<file path="src/rtl/boot_pkg.sv">
// Shared types and constants for the instruction-memory boot loader.
// The state enum is also exported through the loader's debug port.
package boot_pkg;

   typedef enum logic [2:0] {
      HDR_LO,
      HDR_HI,
      DATA,
      CSUM,
      RUN,
      ERROR
   } state_t;

   localparam int BYTES_PER_WORD = 4;
   localparam int COUNT_W        = 16;

endpackage

</file>
<file path="src/rtl/byte_to_word.sv">
// Little-endian 4-byte assembler: the first byte accepted lands in bits [7:0].
// word_valid pulses combinationally alongside the 4th byte, and word carries the full word in that cycle.
module byte_to_word
   import boot_pkg::*;
(
   input  logic        clk,
   input  logic        reset,
   input  logic        clear,
   input  logic        byte_en,
   input  logic [7:0]  byte_in,
   output logic [31:0] word,
   output logic        word_valid
);

   logic [1:0]  idx;
   logic [23:0] shift;

   always_ff @(posedge clk or negedge reset) begin
      if (!reset) begin
         idx   <= '0;
         shift <= '0;
      end else if (clear) begin
         idx   <= '0;
         shift <= '0;
      end else if (byte_en) begin
         idx   <= idx + 2'd1;
         shift <= {byte_in, shift[23:8]};
      end
   end

   assign word       = {byte_in, shift};
   assign word_valid = byte_en && (idx == 2'(BYTES_PER_WORD - 1));

endmodule

</file>
<file path="src/rtl/imem_boot_loader.sv">
// Receives a counted, XOR-checksummed byte image, writes it into instruction memory,
// and holds the CPU in reset until the image is loaded and its checksum verifies.
module imem_boot_loader
   import boot_pkg::*;
#(
   parameter int ADDR_W = 8,
   parameter int DATA_W = 32
) (
   input  logic              clk,
   input  logic              reset,
   input  logic              in_valid,
   input  logic [7:0]        in_data,
   output logic              in_ready,
   input  logic              reload,
   output logic              imem_we,
   output logic [ADDR_W-1:0] imem_addr,
   output logic [DATA_W-1:0] imem_wdata,
   output logic              cpu_reset,
   output logic              load_done,
   output logic              load_err,
   output logic [2:0]        dbg_state
);

   localparam logic [COUNT_W:0] CAP = (COUNT_W + 1)'(2 ** ADDR_W);

   state_t             state;
   logic               live;
   logic [COUNT_W-1:0] count;
   logic [COUNT_W-1:0] widx;
   logic [7:0]         acc;
   logic               accept;
   logic               reload_go;
   logic [COUNT_W-1:0] full_count;
   logic [31:0]        word;
   logic               word_valid;

   // Handshake: a byte transfers on a rising edge where in_valid && in_ready; the source may hold
   // in_valid low for any number of cycles. in_ready is low in reset and for the first cycle after release.
   assign in_ready   = live && (state inside {HDR_LO, HDR_HI, DATA, CSUM});
   assign accept     = in_valid && in_ready;
   assign reload_go  = reload && (state inside {RUN, ERROR});
   assign full_count = {in_data, count[7:0]};
   assign dbg_state  = state;

   byte_to_word u_b2w (
      .clk       (clk),
      .reset     (reset),
      .clear     (reload_go),
      .byte_en   (accept && (state == DATA)),
      .byte_in   (in_data),
      .word      (word),
      .word_valid(word_valid)
   );

   always_ff @(posedge clk or negedge reset) begin
      if (!reset) begin
         state      <= HDR_LO;
         live       <= 1'b0;
         count      <= '0;
         widx       <= '0;
         acc        <= '0;
         imem_we    <= 1'b0;
         imem_addr  <= '0;
         imem_wdata <= '0;
         cpu_reset  <= 1'b1;
         load_done  <= 1'b0;
         load_err   <= 1'b0;
      end else begin
         live    <= 1'b1;
         imem_we <= 1'b0;
         if (accept && (state != CSUM))
            acc <= acc ^ in_data;
         case (state)
            HDR_LO: if (accept) begin
               count[7:0] <= in_data;
               state      <= HDR_HI;
            end
            HDR_HI: if (accept) begin
               count[15:8] <= in_data;
               // The capacity test is made before any write, so an oversized image leaves memory untouched.
               if ({1'b0, full_count} > CAP) begin
                  state    <= ERROR;
                  load_err <= 1'b1;
               end else if (full_count == '0) begin
                  state <= CSUM;
               end else begin
                  state <= DATA;
               end
            end
            DATA: if (word_valid) begin
               imem_we    <= 1'b1;
               imem_addr  <= widx[ADDR_W-1:0];
               imem_wdata <= DATA_W'(word);
               widx       <= widx + 1'b1;
               if (widx + 1'b1 == count)
                  state <= CSUM;
            end
            CSUM: if (accept) begin
               if (in_data == acc) begin
                  state     <= RUN;
                  cpu_reset <= 1'b0;
                  load_done <= 1'b1;
               end else begin
                  state    <= ERROR;
                  load_err <= 1'b1;
               end
            end
            RUN, ERROR: if (reload_go) begin
               state     <= HDR_LO;
               count     <= '0;
               widx      <= '0;
               acc       <= '0;
               cpu_reset <= 1'b1;
               load_done <= 1'b0;
               load_err  <= 1'b0;
            end
            default: state <= HDR_LO;
         endcase
      end
   end

endmodule

</file>
<file path="config.mk">
export PLATFORM = sky130hd
export DESIGN_NAME = imem_boot_loader
export DESIGN_NICKNAME = d
export VERILOG_FILES = /design/src/rtl/boot_pkg.sv /design/src/rtl/byte_to_word.sv /design/src/rtl/imem_boot_loader.sv
export SDC_FILE = /design/constraint.sdc
export NUM_CORES = 1
export LEC_CHECK = 0
export ABC_AREA = 0
export CAP_MARGIN = 20
export CORE_MARGIN = 2
export CORE_UTILIZATION = 55
export DETAILED_ROUTE_END_ITERATION = 8
export PLACE_DENSITY = 0.78
export SYNTH_ARGS = -nofsm -noshare
export SYNTH_HDL_FRONTEND = slang
export SYNTH_SLANG_ARGS = --single-unit
</file>
<file path="constraint.sdc">
create_clock -name clk -period 2.65 [get_ports clk]
set_clock_uncertainty 0.2 [all_clocks]
set_input_delay 0.795 -clock clk [delete_from_list [all_inputs] [get_ports clk]]
set_output_delay 0.795 -clock clk [all_outputs]
set_load 0.02 [all_outputs]
</file>
### Word level (Yosys, flattened, before mapping)

Cells that the tools add are included.
W data, S select, Z words.

* add/sub/neg operators: 2
* order comparisons: 1
* eq/ne operators: 18
* multiplexer cells: 38
* bitwise operators: 1
* reductions and logical operators: 24

Operators with widths (number)
* $mux W24: 2
* $mux W16: 2
* $mux W8: 4
* $pmux W16 S2: 1
* $pmux W8 S2: 2
* $mux W3: 7
* $add A16 B1 Y16 const B: 1
* $eq A16 B16 Y1: 1
* $gt A16 B9 Y1 const B: 1
* $logic_not A16 Y1: 1
* $pmux W3 S5: 1
* $mux W1: 14
* $reduce_and A6 Y1: 2
* $reduce_bool A2 Y1: 6
* $ne A2 B2 Y1 const B: 5
* $reduce_and A3 Y1: 3
* $eq A8 B8 Y1: 1
* $ne A2 B1 Y1 const B: 4
* $xor A8 B8 Y8: 1
* $eq A3 B2 Y1 const B: 2
* $eq A3 B3 Y1 const B: 2
* $logic_and A1 B1 Y1: 6
* $mux W2: 2
* $pmux W1 S2: 2
* 11 further kinds: 11

* bits in registers: 114
* input port bits: 12
* output and inout bits: 48
* logic and storage cells: 98

### Depth between registers and ports, before layout

Gate-level depths: netlist (run 1).

* depth in word-level cells: 8
* gate-level depth with buffers: 8
* gate-level depth less buffers: 7

### By module

From an unflattened synthesis (run 1), not the netlist that was laid out.

* cell total of the unflattened synthesis: 593
* area total of the unflattened synthesis: 5465.2 sq um

Modules (own cells, without submodules)
* imem_boot_loader: times used 1, cells each 499, area each 4311.6 sq um, seq. area each 2203.4 sq um
* byte_to_word: times used 1, cells each 94, area each 1153.6 sq um, seq. area each 650.6 sq um

### Worst setup path after synthesis (run 1)

Ideal clock, no wire load.

* kind: register -> register
* start: reg widx[1]
* end: reg state[0], in the netlist dbg_state[0]
* library setup time: 0.078 ns
* arrival time: 1.980 ns
* data required time: 2.372 ns
* setup slack: 0.392 ns
* stages on the path, launching flop included: 8
* buffers on the path: 0
* period minus slack after synthesis: 2.258 ns
* cell sequence: dfrtp_1 ha_1 nand3_2 or3_1 a311o_1 nor4_4 nand4_1 a21oi_1

* word-level cells in the longest chain between the ends: 4

Ends and longest elaborated chain
* start: declaration: RTL line imem_boot_loader.sv:29 `logic [COUNT_W-1:0] widx;`
* start signal: assignment: RTL line imem_boot_loader.sv:94 `widx <= widx + 1'b1;`
* $add A16 B1 Y16: RTL line imem_boot_loader.sv:95 `if (widx + 1'b1 == count)`
* $eq A16 B16 Y1: RTL line imem_boot_loader.sv:95
* $ne A2 B1 Y1 (no line)
* $reduce_and A6 Y1 (no line)
* end signal: assignment: RTL line imem_boot_loader.sv:96 `state <= CSUM;`
* end signal: assignment: RTL line imem_boot_loader.sv:100 `state <= RUN;`
* end signal: assignment: RTL line imem_boot_loader.sv:104 `state <= ERROR;`
* end: declaration: RTL line imem_boot_loader.sv:26 `state_t state;`

Every way passes these cells.
A chain may end at the register's enable or synchronous reset.

### Worst setup path in the final report (run 1)

* start: reg imem_wdata[17]
* end: out imem_wdata[17]

RTL lines
* start: declaration: RTL line imem_boot_loader.sv:17 `output logic [DATA_W-1:0] imem_wdata,`
* start signal: assignment: RTL line imem_boot_loader.sv:93 `imem_wdata <= DATA_W'(word);`

No word-level cell between the ends.

==> results.tsv, run 1 <==
metric	value	unit
Post-CTS Setup Bufs	0	
RSZ-0062 raised after global routing	no	
PortBufs	59	
FFs w/ async S/R, synth	1.00	
Area contributors post-synth	dfrtp_1 52%, nand2_1 16%, o21ai_0 3.9%	
status	finished, final reports clean	
Switch Pwr	1.58	mW
DR top layer	met4	
initial antenna violation count	0	
Crit path largest cell delay	630	ps
Slew Viols, Final	0	
vias in the first global route	4664	
multi-input logic area	0.00235	sq mm
Synth Area in Simple Gates	0.277	
register area	0.00285	sq mm
CTS tree	yes	
Worst-Skew Late Latency	520	ps
Die Y	103	microns
Period Utilization, post-route	0.947	
final setup fails	0	
mux share of post-synthesis cell area	0.00185	
fraction of the yosys area taken by sequential cells	0.526	
full die area	0.0107	sq mm
first-pass GRT wire length	23400	microns
top cell type's share of synthesized area	0.521	
#FFs+latches synth	114	
layout cells sized above 1	0.125	
clock-pin slew on the worst setup and hold paths	60	ps
Clock Path Buffers	2	
Slew @ Worst Pin	527	ps
CTS buffer count	17	
final hold violation count	0	
Via-to-Cell Ratio	5.72	
setup TNS	0	ps
Met1 Wirelength	6020	microns
Post-Synth Adder-Cell Area	0.00461	
PD cells	792	mW/mm^2
Logic pwr share	0.160	
data required time at the worst endpoint	1660	ps
Max FO, Critical Path	2	
total of max-cap violations	0	
CP bufs+invs	1	
Reg power frac	0.394	
largest net degree at the start of global routing	38	
post-layout util	0.719	
DR pass1 iterations	5	
DR WL met3	1030	microns
fmax	398	MHz
Core ar.	0.00968	sq mm
row count	36	
Synth Flop Type	dfrtp_1	
Post-Route WL	14100	microns
Syn Inst Count	610	
root buf cell	clkbuf_8	
Chip Width	103	microns
Routed Antenna Nets	0	
Post-Syn Nets	624	
cell area after synthesis	0.00542	sq mm
Clk pwr share	0.446	
Yosys Warn Count	0	
min-delay worst type	in2async	
Hold Worst Slack	45.9	ps
# DRC	0	
Post-synth EDFFs	0	
CP Class	reg2out	
Critical Path AT	1510	ps
# IOs	60	
compound-cell area share of the yosys netlist	0.0962	
pre-CTS setup slack	-154	ps
Post-Synth XOR/XNOR Area	0.0515	
ant diodes	0	
critical path endpoint category	primary output	
switching share of power	0.287	
P_leak	3.31	nW
DR vias	4788	
largest family of logic cells by synthesized area	simple AND/OR/NAND/NOR gates	
fillcell total	722	
Period minus WS final	2510	ps
metal2 WL	6600	microns
syn_area_per_cell	8.89	sq um
slack of the critical path	140	ps
P_int	3.93	mW
Relative slew margins	0.649	
crit start category	flip-flop	
post-layout net count	705	
Layout area overhead	28.4	%
VDD IR max	0.552	mV
crit-path cells	clkdlybuf4s50_1	
RePlAce Congestion	1.02	
CP delay by family, top	buffers and inverters	
GRT Total Usage	0.291	
WL/cell	16.8	microns
Netlist cell types	62	
Iteration-0 DRC Markers	307	
most frequent cells after synthesis	230 x nand2_1, 113 x dfrtp_1, 42 x o21ai_0, 32 x nand3_1	
Initial Util	0.560	
Congestion Overflow GR	0	
H-tree depth	4	
post-synth top area cell	dfrtp_1	
clock sinks	114	
hpwl dp	9370	microns
slowest stage cell, crit path	clkdlybuf4s50_1	
count leader, synth	nand2_1	
timing repair:
action | CTS | global route
pin swaps | 0 | 0
gates resized for setup | 3 | 2
hold buffers | 0 | 0
setup endpoints to repair | 3 | 2
registers in the layout, summed over array words and instances (netlist names):
register     cells
u_b2w.shift     24
count           16
imem_wdata      32
live             1
u_b2w.idx        2
acc              8
imem_we          1
cpu_reset        1
dbg_state        3
load_err         1
imem_addr        8
load_done        1
widx            16
placed cells by master, fill, tap and decap left out, drive strengths merged, types with 3 or more instances in the layout:
cell type      netlist  final
o41ai                4      4
or4                  4      4
a21oi               12     12
inv                  6     12
bufinv               0      4
o31ai                5      5
nand4                7      7
buf                 11     40
clkbuf              25     19
clkdlybuf4s50        0     54
a31oi                4      4
xor2                12     12
o21ai               43     43
nor4                 8      8
clkinvlp             0      3
nor3                 7      7
nor2                21     21
nor2b                3      3
and2                 3      3
xnor2               19     19
o311ai               3      3
nand3               34     34
dlygate4sd2          0      3
nand2              230    230
dfrtp              113    113
or3                  3      3
and3                 3      3
layer usage:
metal	vias up	global-route usage
met3	42	0.0726
li1	2216	-
met5	-	0
met4	0	0.133
met2	213	0.438
met1	2317	0.400
layout make-up:
type,instances,share of cell area
Multi-Input combinational cell,454,0.338
Timing Repair Buffer,98,0.134
Inverter,6,0.00323
Sequential cell,114,0.410
Clock buffer,19,0.0634
Clock inverter,13,0.0280
Tap cell,133,0.0239
power by group through the flow:
| stage | clock, mW | combinational, mW | sequential [mW] |
|---|---|---|---|
| 6_report | 2.46 | 0.881 | 2.17 |
| 5_1_grt | 2.57 | 0.976 | 2.20 |
| 4_1_cts | 2.47 | 0.881 | 2.17 |
| 3_5_place_dp | 0 | 0.859 | 2.19 |
| 3_3_place_gp | 0 | 0.835 | 2.18 |
| 2_1_floorplan | 0 | 0.575 | 2.15 |
per-stage QoR:
| step | cell area, sq um | total power, mW | cells |
|---|---|---|---|
| global placement | 6320 | 3.02 | 805 |
| detailed placement | 6320 | 3.05 | 805 |
| floorplan | 5420 | 2.72 | 610 |
| CTS | 6950 | 5.52 | 837 |
| global route | 6960 | 5.75 | 837 |
| finish | 6960 | 5.51 | 837 |
cells by family (layout without fill, tap and decap cells):
group           Yosys count  count (layout)
mux                       1               1
fa+ha+maj                 2               2
other cells               1               1
xor+xnor                 31              31
buf+inv                  42             136
simple gates            333             333
compound gates           86              86
flops                   114             114
path summary, 6_finish.rpt:
path                            slack [ps]           start        endpoint  depth (start not counted)
worst min-delay path                    50           reset       count[14]                          1
max in group asynchronous             1580           reset       cpu_reset                          2
worst max-delay path                   140  imem_wdata[17]  imem_wdata[17]                          1
worst min register to register         280   imem_wdata[8]   imem_wdata[8]                          2
worst max register to register         230         widx[2]    dbg_state[0]                          5
min in group clk                       280   imem_wdata[8]   imem_wdata[8]                          2
Power figures use the tool's default switching activity.
==> run 2: changes to the inputs <==
--- a/config.mk
+++ b/config.mk
@@ -5,9 +5,8 @@
 export SDC_FILE = /design/constraint.sdc
 export NUM_CORES = 1
 export LEC_CHECK = 0
-export ABC_AREA = 0
+export ABC_AREA = 1
 export CAP_MARGIN = 20
-export CORE_MARGIN = 2
 export CORE_UTILIZATION = 55
 export DETAILED_ROUTE_END_ITERATION = 8
 export PLACE_DENSITY = 0.78
==> run 2 against run 1 <==
The run now ends with hold timing left. Clock power is 18% lower. Combinational power up 49%. Global-route usage is 1.0 points lower. Die area down 6.1%. Synthesized cell count is 4.4% higher. Cell count rose by 2.3%. Sequential power barely moved. Flip-flop and latch count unchanged. First-iteration DRC count increased by 19%. Design area fell by 4.2%. Wire length fell by 6.9%. Total power fell by 0.90%. Critical path type unchanged.
==> results.tsv, run 2 <==
metric	value	unit
Final Instance Area	0.00667	sq mm
crit-path cells	clkdlybuf4s50_1	
GRT Total Usage	0.281	
non-filler cells, final	856	
Synth Flop Type	dfrtp_1	
Netlist cell types	36	
failing checks	hold timing	
most common cell after layout, fill and taps aside	nand2_1	
RePlAce Congestion	0.878	
largest family of logic cells by synthesized area	simple AND/OR/NAND/NOR gates	
clock sinks	114	
Hold Worst Slack	-6.46	ps
cell area after placement	0.00613	sq mm
status	finished with violations	
full die area	0.0100	sq mm
most frequent cells in the layout	159 x nand2_1, 112 x dfrtp_1, 85 x inv_1	
final setup fails	0	
placed insts	824	
layout cells sized above 1	0.100	
CP delay by family, top	buffers and inverters	
fmax	383	MHz
final hold violation count	4	
# DRC	0	
crit start category	flip-flop	
CP Class	reg2out	
Congestion Overflow GR	0	
PortBufs	59	
Core ar.	0.00928	sq mm
H-tree depth	4	
Post-Synth XOR/XNOR Area	0.0166	
initial antenna violation count	0	
Via-to-Cell Ratio	5.49	
Critical Path AT	1610	ps
post-synth top area cell	dfrtp_1	
Iteration-0 DRC Markers	366	
syn_area_per_cell	8.31	sq um
min-delay worst type	in2async	
Post-Syn Nets	651	
critical path endpoint category	primary output	
FFs w/ async S/R, synth	1.00	
P_leak	3.20	nW
RSZ-0062 raised after global routing	no	
ant diodes	0	
Synth Area in Simple Gates	0.227	
cell area after synthesis	0.00529	sq mm
Post-Route WL	13100	microns
total of max-cap violations	0	
Die Y	100	microns
vias in the first global route	4609	
data required time at the worst endpoint	1660	ps
compound-cell area share of the yosys netlist	0.129	
#FFs+latches synth	114	
CTS buffer count	17	
post-layout net count	728	
setup TNS	0	ps
Post-synth EDFFs	0	
most frequent cells after synthesis	159 x nand2_1, 113 x dfrtp_1, 85 x inv_1, 68 x o21ai_0, 50 x nand3_1	
Clock Path Buffers	2	
Area contributors post-synth	dfrtp_1 53%, nand2_1 11%, o21ai_0 6.4%	
Slew Viols, Final	0	
largest net degree at the start of global routing	81	
Yosys Warn Count	0	
VDD IR max	0.565	mV
CTS tree	yes	
max reg flops	32	
PD cells	819	mW/mm^2
Crit path largest cell delay	640	ps
top cell type's share of synthesized area	0.534	
Max FO, Critical Path	7	
Syn Inst Count	637	
Slew @ Worst Pin	541	ps
first-pass GRT wire length	21700	microns
Period minus WS final	2610	ps
Period Utilization, post-route	0.985	
count leader, synth	nand2_1	
CP bufs+invs	1	
mux share of post-synthesis cell area	0.00213	
Relative slew margins	0.638	
Post-Synth Adder-Cell Area	0.00473	
fillcell total	701	
largest reg by FF count	imem_wdata	
Post-CTS Setup Bufs	0	
fraction of the yosys area taken by sequential cells	0.539	
slowest stage cell, crit path	clkdlybuf4s50_1	
root buf cell	clkbuf_8	
row count	35	
Routed Antenna Nets	0	
Worst-Skew Late Latency	510	ps
top flop regs	imem_wdata: 32 flops, u_b2w.shift: 24 flops	
DR vias	4698	
Chip Width	100	microns
hpwl dp	8830	microns
Initial Util	0.570	
Layout area overhead	26.1	%
clock-pin slew on the worst setup and hold paths	60	ps
WL/cell	15.3	microns
# IOs	60	
DR pass1 iterations	6	
## run 2: cell count changes after synthesis, moves of 15 or more
cell     previous run  this run
xnor2_1            19         3
nor2_1             21        46
inv_1               5        85
nand2_1           230       159
nand3_1            32        50
o21ai_0            42        68
o22ai_1             1        16
## run 2: cell type report
type	count	area, sq um	area share
Timing Repair Buffer	75	749	0.112
Inverter	94	355	0.0533
Tap cell	129	161	0.0242
Clock buffer	18	428	0.0641
Clock inverter	14	108	0.0161
Multi-Input combinational cell	412	2010	0.302
Sequential cell	114	2860	0.428
## run 2: path summary, 6_finish.rpt
| path | start | to | slack, ps | cells after the start |
|---|---|---|---|---|
| max | dbg_state[1] | dbg_state[1] | 40 | 1 |
| min | reset | imem_wdata[1] | -6 | 1 |
| max reg2reg | widx[0] | dbg_state[0] | 250 | 14 |
| min reg2reg | imem_addr[5] | imem_addr[5] | 280 | 2 |
| max in group asynchronous | reset | cpu_reset | 1590 | 2 |
| min in group clk | imem_addr[5] | imem_addr[5] | 280 | 2 |
## run 2: kinds of logic after synthesis
| group | after synthesis |
|---|---|
| flip-flops | 114 |
| adder cells (fa/ha/maj) | 2 |
| AND/OR/NAND/NOR | 283 |
| other | 1 |
| AO/OA/AOI/OAI | 115 |
| multiplexers | 1 |
| buffers and inverters | 111 |
| XOR/XNOR | 10 |
## run 2: what timing repair did
action | CTS | global route
endpoints found under the setup margin | 2 | 4
hold buffers | 0 | 0
gates resized for setup | 2 | 3
## run 2: power by group
| group | internal (mW) | leakage [nW] | total (mW) | switching [mW] |
|---|---|---|---|---|
| logic | 0.475 | 1.41 | 1.31 | 0.831 |
| clock network | 1.18 | 0.258 | 2.02 | 0.841 |
| registers | 1.98 | 1.54 | 2.14 | 0.154 |
| total | 3.64 | 3.20 | 5.46 | 1.83 |
## run 2: through the flow
stage	utilization	setup WS, ps	hold WS (ps)	power (mW)
after floorplan	-	401	242	3.01
after global placement	0.660	-23.9	265	3.39
after detailed placement	0.660	-88.9	270	3.44
after CTS	0.718	3.59	6.28	5.47
after global routing	0.719	2.31	9.59	5.73
final	0.719	40.7	-6.46	5.46
## run 2: metal layers
layer / share of wire / wire length (microns) / GRT usage / vias up
met3: 0.061 / 804 / 0.0564 / 43
li1: - / - / - / 2226
met1: 0.43 / 5570 / 0.363 / 2242
met5: 0 / 0 / 0 / -
met4: 0.030 / 388 / 0.127 / 0
met2: 0.48 / 6340 / 0.460 / 187
